## src/rtl/mem_stage_ctrl_pkg.sv

```systemverilog
// Shared definitions for the memory-stage controller.
//   - Opcode constants for the two memory instructions and the nop IR.
//   - Two-bit FSM state encoding shared by the controller and its bench.
//   - Small opcode decode helpers.
package mem_stage_ctrl_pkg;

  localparam logic [4:0]  OP_SW  = 5'b00111;
  localparam logic [4:0]  OP_LW  = 5'b01000;
  localparam logic [31:0] NOP_IR = 32'h0;

  typedef enum logic [1:0] {
    IDLE = 2'd0,
    WAIT = 2'd1,
    DONE = 2'd2
  } state_e;

  function automatic logic op_is_lw(input logic [4:0] opcode);
    return opcode == OP_LW;
  endfunction

  function automatic logic op_is_sw(input logic [4:0] opcode);
    return opcode == OP_SW;
  endfunction

endpackage

```

## src/rtl/mem_stage_ctrl_timer.sv

```systemverilog
// mem_req_timer: counts cycles spent waiting for dmem_ack.
//   clock   in  rising-edge clock
//   reset   in  synchronous, active-high; clears the counter
//   run     in  1 while the controller sits in WAIT; 0 clears the counter
//   expired out 1 on the WAIT cycle where the counter reaches TIMEOUT-1
module mem_req_timer
  import mem_stage_ctrl_pkg::*;
#(
  parameter int TIMEOUT = 16
) (
  input  logic clock,
  input  logic reset,
  input  logic run,
  output logic expired
);

  localparam int CNT_W = $clog2(TIMEOUT);

  logic [CNT_W-1:0] cnt_q, cnt_d;

  always_comb begin
    cnt_d = '0;
    if (run) cnt_d = cnt_q + 1'b1;
  end

  // First WAIT cycle sees count 0, so expiry lands on the TIMEOUT-th WAIT cycle.
  assign expired = run && (cnt_q == CNT_W'(TIMEOUT - 1));

  always_ff @(posedge clock) begin
    if (reset) cnt_q <= '0;
    else       cnt_q <= cnt_d;
  end

endmodule

```

## src/rtl/mem_stage_ctrl.sv

```systemverilog
// mem_stage_ctrl: consumer side of the X/M latch.
// Issues a registered req/ack transaction to data memory for lw/sw, stalls
// the upstream stages while it is open, and feeds the M/W latch either the
// X/M contents or a bubble.
//   clock, reset             rising-edge clock, synchronous active-high reset
//   xm_o_in/b_in/ir_in/ovfl  X/M latch contents (result/address, store data, IR, overflow)
//   dmem_req/we/addr/wdata   registered request to data memory
//   dmem_rdata, dmem_ack     load data and one-cycle completion pulse
//   stall                    hold PC, F/D, D/X and X/M
//   mw_o/d/ir/ovfl_out       values for the M/W latch
//   mem_err                  one-cycle pulse after a timeout abort
module mem_stage_ctrl
  import mem_stage_ctrl_pkg::*;
#(
  parameter int ADDR_W  = 12,
  parameter int TIMEOUT = 16
) (
  input  logic              clock,
  input  logic              reset,
  input  logic [31:0]       xm_o_in,
  input  logic [31:0]       xm_b_in,
  input  logic [31:0]       xm_ir_in,
  input  logic              xm_ovfl_in,
  output logic              dmem_req,
  output logic              dmem_we,
  output logic [ADDR_W-1:0] dmem_addr,
  output logic [31:0]       dmem_wdata,
  input  logic [31:0]       dmem_rdata,
  input  logic              dmem_ack,
  output logic              stall,
  output logic [31:0]       mw_o_out,
  output logic [31:0]       mw_d_out,
  output logic [31:0]       mw_ir_out,
  output logic              mw_ovfl_out,
  output logic              mem_err
);

  state_e            state_q, state_d;
  logic              req_q, req_d;
  logic              we_q, we_d;
  logic              err_q, err_d;
  logic [ADDR_W-1:0] addr_q, addr_d;
  logic [31:0]       wdata_q, wdata_d;
  logic [31:0]       rdata_q, rdata_d;
  logic              timed_out;

  logic [4:0] opcode;
  logic       is_lw, is_sw;

  assign opcode = xm_ir_in[31:27];
  assign is_lw  = op_is_lw(opcode);
  assign is_sw  = op_is_sw(opcode);

  mem_req_timer #(.TIMEOUT(TIMEOUT)) u_timer (
    .clock   (clock),
    .reset   (reset),
    .run     (state_q == WAIT),
    .expired (timed_out)
  );

  // Next-state and request register updates.
  always_comb begin
    state_d = state_q;
    req_d   = req_q;
    we_d    = we_q;
    addr_d  = addr_q;
    wdata_d = wdata_q;
    rdata_d = rdata_q;
    err_d   = 1'b0;
    case (state_q)
      IDLE: begin
        if (is_lw || is_sw) begin
          req_d   = 1'b1;
          we_d    = is_sw;
          addr_d  = xm_o_in[ADDR_W-1:0];
          wdata_d = xm_b_in;
          state_d = WAIT;
        end
      end
      WAIT: begin
        // Ack is checked first so an ack on the timeout cycle still completes.
        if (dmem_ack) begin
          req_d = 1'b0;
          if (!we_q) rdata_d = dmem_rdata;
          state_d = DONE;
        end else if (timed_out) begin
          req_d   = 1'b0;
          rdata_d = '0;
          err_d   = 1'b1;
          state_d = DONE;
        end
      end
      DONE:    state_d = IDLE;
      default: state_d = IDLE;
    endcase
  end

  // M/W latch feed: pass-through, bubble, or completed memory result.
  always_comb begin
    stall       = 1'b0;
    mw_o_out    = '0;
    mw_d_out    = '0;
    mw_ir_out   = NOP_IR;
    mw_ovfl_out = 1'b0;
    case (state_q)
      IDLE: begin
        if (is_lw || is_sw) begin
          stall = 1'b1;
        end else begin
          mw_o_out    = xm_o_in;
          mw_ir_out   = xm_ir_in;
          mw_ovfl_out = xm_ovfl_in;
        end
      end
      WAIT: stall = 1'b1;
      DONE: begin
        // X/M still holds the memory instruction; it advances at this edge.
        mw_o_out    = xm_o_in;
        mw_ir_out   = xm_ir_in;
        mw_ovfl_out = xm_ovfl_in;
        mw_d_out    = is_lw ? rdata_q : 32'h0;
      end
      default: stall = 1'b0;
    endcase
  end

  always_ff @(posedge clock) begin
    if (reset) begin
      state_q <= IDLE;
      req_q   <= 1'b0;
      we_q    <= 1'b0;
      addr_q  <= '0;
      wdata_q <= '0;
      rdata_q <= '0;
      err_q   <= 1'b0;
    end else begin
      state_q <= state_d;
      req_q   <= req_d;
      we_q    <= we_d;
      addr_q  <= addr_d;
      wdata_q <= wdata_d;
      rdata_q <= rdata_d;
      err_q   <= err_d;
    end
  end

  assign dmem_req   = req_q;
  assign dmem_we    = we_q;
  assign dmem_addr  = addr_q;
  assign dmem_wdata = wdata_q;
  assign mem_err    = err_q;

endmodule
```

## config.mk

```make
export PLATFORM = sky130hd
export DESIGN_NAME = mem_stage_ctrl
export DESIGN_NICKNAME = d
export VERILOG_FILES = /design/src/rtl/mem_stage_ctrl_pkg.sv /design/src/rtl/mem_stage_ctrl_timer.sv /design/src/rtl/mem_stage_ctrl.sv
export SDC_FILE = /design/constraint.sdc
export NUM_CORES = 1
export LEC_CHECK = 0
export CAP_MARGIN = 10
export CORE_AREA = 2 2 107 109
export DETAILED_ROUTE_END_ITERATION = 10
export DIE_AREA = 0 0 109 111
export GPL_TIMING_DRIVEN = 0
export PLACE_DENSITY = 0.81
export SYNTH_ARGS = -nofsm -noshare
export SYNTH_HDL_FRONTEND = slang
export SYNTH_HIERARCHICAL = 1
export SYNTH_SLANG_ARGS = --single-unit
```

## constraint.sdc

```tcl
create_clock -name clock -period 3.4 [get_ports clock]
set_input_delay 0.34 -clock clock [delete_from_list [all_inputs] [get_ports clock]]
set_output_delay 0.34 -clock clock [all_outputs]
set_load 0.02 [all_outputs]
```

==> metrics.yaml <==
outcome: "complete, no violations"
fp.dieH_microns: 111
start_util: 0.349
layout-area-overhead-vs-synth_pct: 83.8
cts_buffers: 9
drtIter0Drc: 208
arrival_ns: 2.85
synth_top_cells_by_area: "dfxtp_1, and2_1, nand2_1, a21oi_1, nand3_1"
r2r_slack_ns: 1.35
ys_types: 34
cts_buffer_depth: 2
root_buffer: "clkbuf_16"
power_switching_uw: 652
grt_usage: 0.228
synthFlopType: "dfxtp_1"
grt_antenna_before_repair: 1
p_int_mw: 1.91
setup_tns_ns: 0
timing.final.crit_share: 0.938
n_antenna_cell: 0
routed_wl_microns: 14100
finalHoldWorstSlack_ns: 0.369
post-synth-top-area-fraction: 0.440
min_path_type: "in -> reg"
n_fill_cell: 968
ios: 277
synth-seq-cells: 85
seq_power_share: 0.397
max_slew_margin: 0.606
ctsHtreeMaxLevel: 3
gr-total-overflow: 0
rows: 39
via_per_inst: 4.70
hpwl_microns: 11500
place_congestion: 0.883
max_cap_viol_count: 0
grt_pass1_vias: 4348
crit_path_end_kind: "output pin"
yosysTopAreaCell: "dfxtp_1"
grt_pass1_wl_microns: 21800
fmax_mhz: 314
core_area_sq_um: 11100
route.detailed.drc: 0
die_x_microns: 109
nets: 905
finalWorstPathRequiredPeriod_ns: 3.19
synth_common_cells: "nand2_1, dfxtp_1, and2_1"
worst_pin_slew_ns: 0.591
firstDrtPassIters: 4
critical_path_class: "in -> out"
dieArea_sq_um: 12100
power_mw: 2.57
finalSetupViolations: 0
cp_max_fo: 10
ant_nets: 0
ys_seq_area_frac: 0.440
hold_violations: 0
leakagePower_nw: 2.53
skew_ns: 0.00779
clock-sinks: 85
synthArstFlopShare: 0
syn_inst: 486
post_drt_wl_per_cell_microns: 15.3
clkSlewWorstSetupHoldPaths_ns: 0.06
grt_max_degree: 16
peakVddDrop_v: 0.000234
hold_buffers: 0
drive_above_1_share: 0.106
critPathLaunchType: "input pin"
syn_nets: 619
io_buffers: 275
cts-resized-gates: 0
required_ns: 3.06
num_vias: 4327
syn_area_per_cell_sq_um: 7.96
cts_setup_buffers: 0
power_density_nw_per_um2: 361
rsz0062_at_grt: "false"
report.final.slew_viol_count: 0
cts_tree: "built"
syn_area_sq_um: 3870
clk_latency_ns: 0.33
sw_frac_of_total: 0.254
ys_warn_count: 6
synth_edf_count: 0
combPwrFrac: 0.209
synth_most_common_cell: "nand2_1"
p_clk_frac: 0.394
==> worst max-delay path, stage by stage <==
cell and delay, ns:
clkdlybuf4s50_1 0.52, and4b_2 0.29, or2_4 0.26, a21oi_4 0.31, clkbuf_2 0.27, and2_2 0.18, clkdlybuf4s50_1 0.67
==> layout by cell type, fill, tap and decap left out, types with 2 or more instances in the layout <==
| cell | netlist | routed |
|---|---|---|
| clkdlybuf4s50_1 | 0 | 275 |
| and2_2 | 21 | 21 |
| dfxtp_1 | 85 | 85 |
| nand3_1 | 33 | 33 |
| clkbuf_16 | 0 | 9 |
| a22oi_1 | 2 | 2 |
| nor2_1 | 7 | 7 |
| nand2_1 | 122 | 122 |
| buf_2 | 11 | 11 |
| a21oi_4 | 2 | 2 |
| a21oi_1 | 67 | 67 |
| nand2b_1 | 2 | 2 |
| buf_6 | 8 | 8 |
| and2_1 | 75 | 75 |
| clkbuf_1 | 9 | 10 |
| inv_6 | 0 | 2 |
| nor3_1 | 4 | 4 |
| inv_1 | 2 | 2 |
| a21oi_2 | 10 | 10 |
| clkbuf_2 | 9 | 9 |
==> state kept, by name, indices dropped and copies added (netlist names) <==
name	flops
dmem_wdata	32
state_q	2
u_timer/cnt_q	4
rdata_q	32
dmem_req	1
mem_err	1
dmem_addr	12
dmem_we	1
==> through the flow <==
stage | utilization | cell area [sq um] | setup WS [ns] | cells
after floorplan | - | 3870 | 1.61 | 486
after global placement | 0.614 | 6800 | 0.228 | 904
after detailed placement | 0.614 | 6800 | 0.203 | 904
after CTS | 0.642 | 7110 | 0.196 | 920
after global routing | 0.642 | 7110 | 0.136 | 920
final | 0.642 | 7110 | 0.212 | 920
==> power groups by stage <==
stage / combinational (mW) / clock [mW] / sequential [mW]
after floorplan: 0.194 / 0 / 1.06
after global placement: 0.529 / 0 / 1.04
after detailed placement: 0.535 / 0 / 1.04
after CTS: 0.538 / 1.03 / 1.02
after global routing: 0.564 / 1.06 / 1.02
final: 0.535 / 1.01 / 1.02
==> cells by family (layout without fill, tap and decap cells) <==
kind of cell	count (synthesis)	in the layout	synth area share
flip-flops	85	85	0.440
multiplexers	1	1	0.00259
AND/OR/NAND/NOR	274	274	0.363
adder cells (fa/ha/maj)	1	1	0.00324
AO/OA/AOI/OAI	85	85	0.129
XOR/XNOR	1	1	0.00227
buffers and inverters	39	330	0.0599
==> metal layers <==
| metal | routed length, microns | GRT usage |
|---|---|---|
| met1 | 5770 | 0.270 |
| met4 | 187 | 0.0547 |
| met2 | 6860 | 0.392 |
| met5 | 11 | 0 |
| met3 | 1280 | 0.0747 |
==> final timing paths <==
check                           start                  endpoint  depth (start not counted)
min                          dmem_ack  rdata_q[31]$_SDFFE_PP0P_                          3
max                      xm_ir_in[30]               mw_o_out[8]                          7
min reg2reg  rdata_q[31]$_SDFFE_PP0P_  rdata_q[31]$_SDFFE_PP0P_                          2
max reg2reg   state_q[0]$_SDFFE_PP0P_   rdata_q[3]$_SDFFE_PP0P_                          8
==> final cells by class <==
cell class / count / area [sq um] / area share
buffer: 37 / 224 / 0.0315
clock buffer: 11 / 243 / 0.0342
clock inverter: 5 / 66.3 / 0.00933
inverter: 2 / 7.51 / 0.00106
multi-input combinational: 362 / 1930 / 0.272
sequential: 85 / 1700 / 0.239
tap: 143 / 179 / 0.0252
timing repair buffer: 275 / 2750 / 0.387
Power figures use the tool's default switching activity.
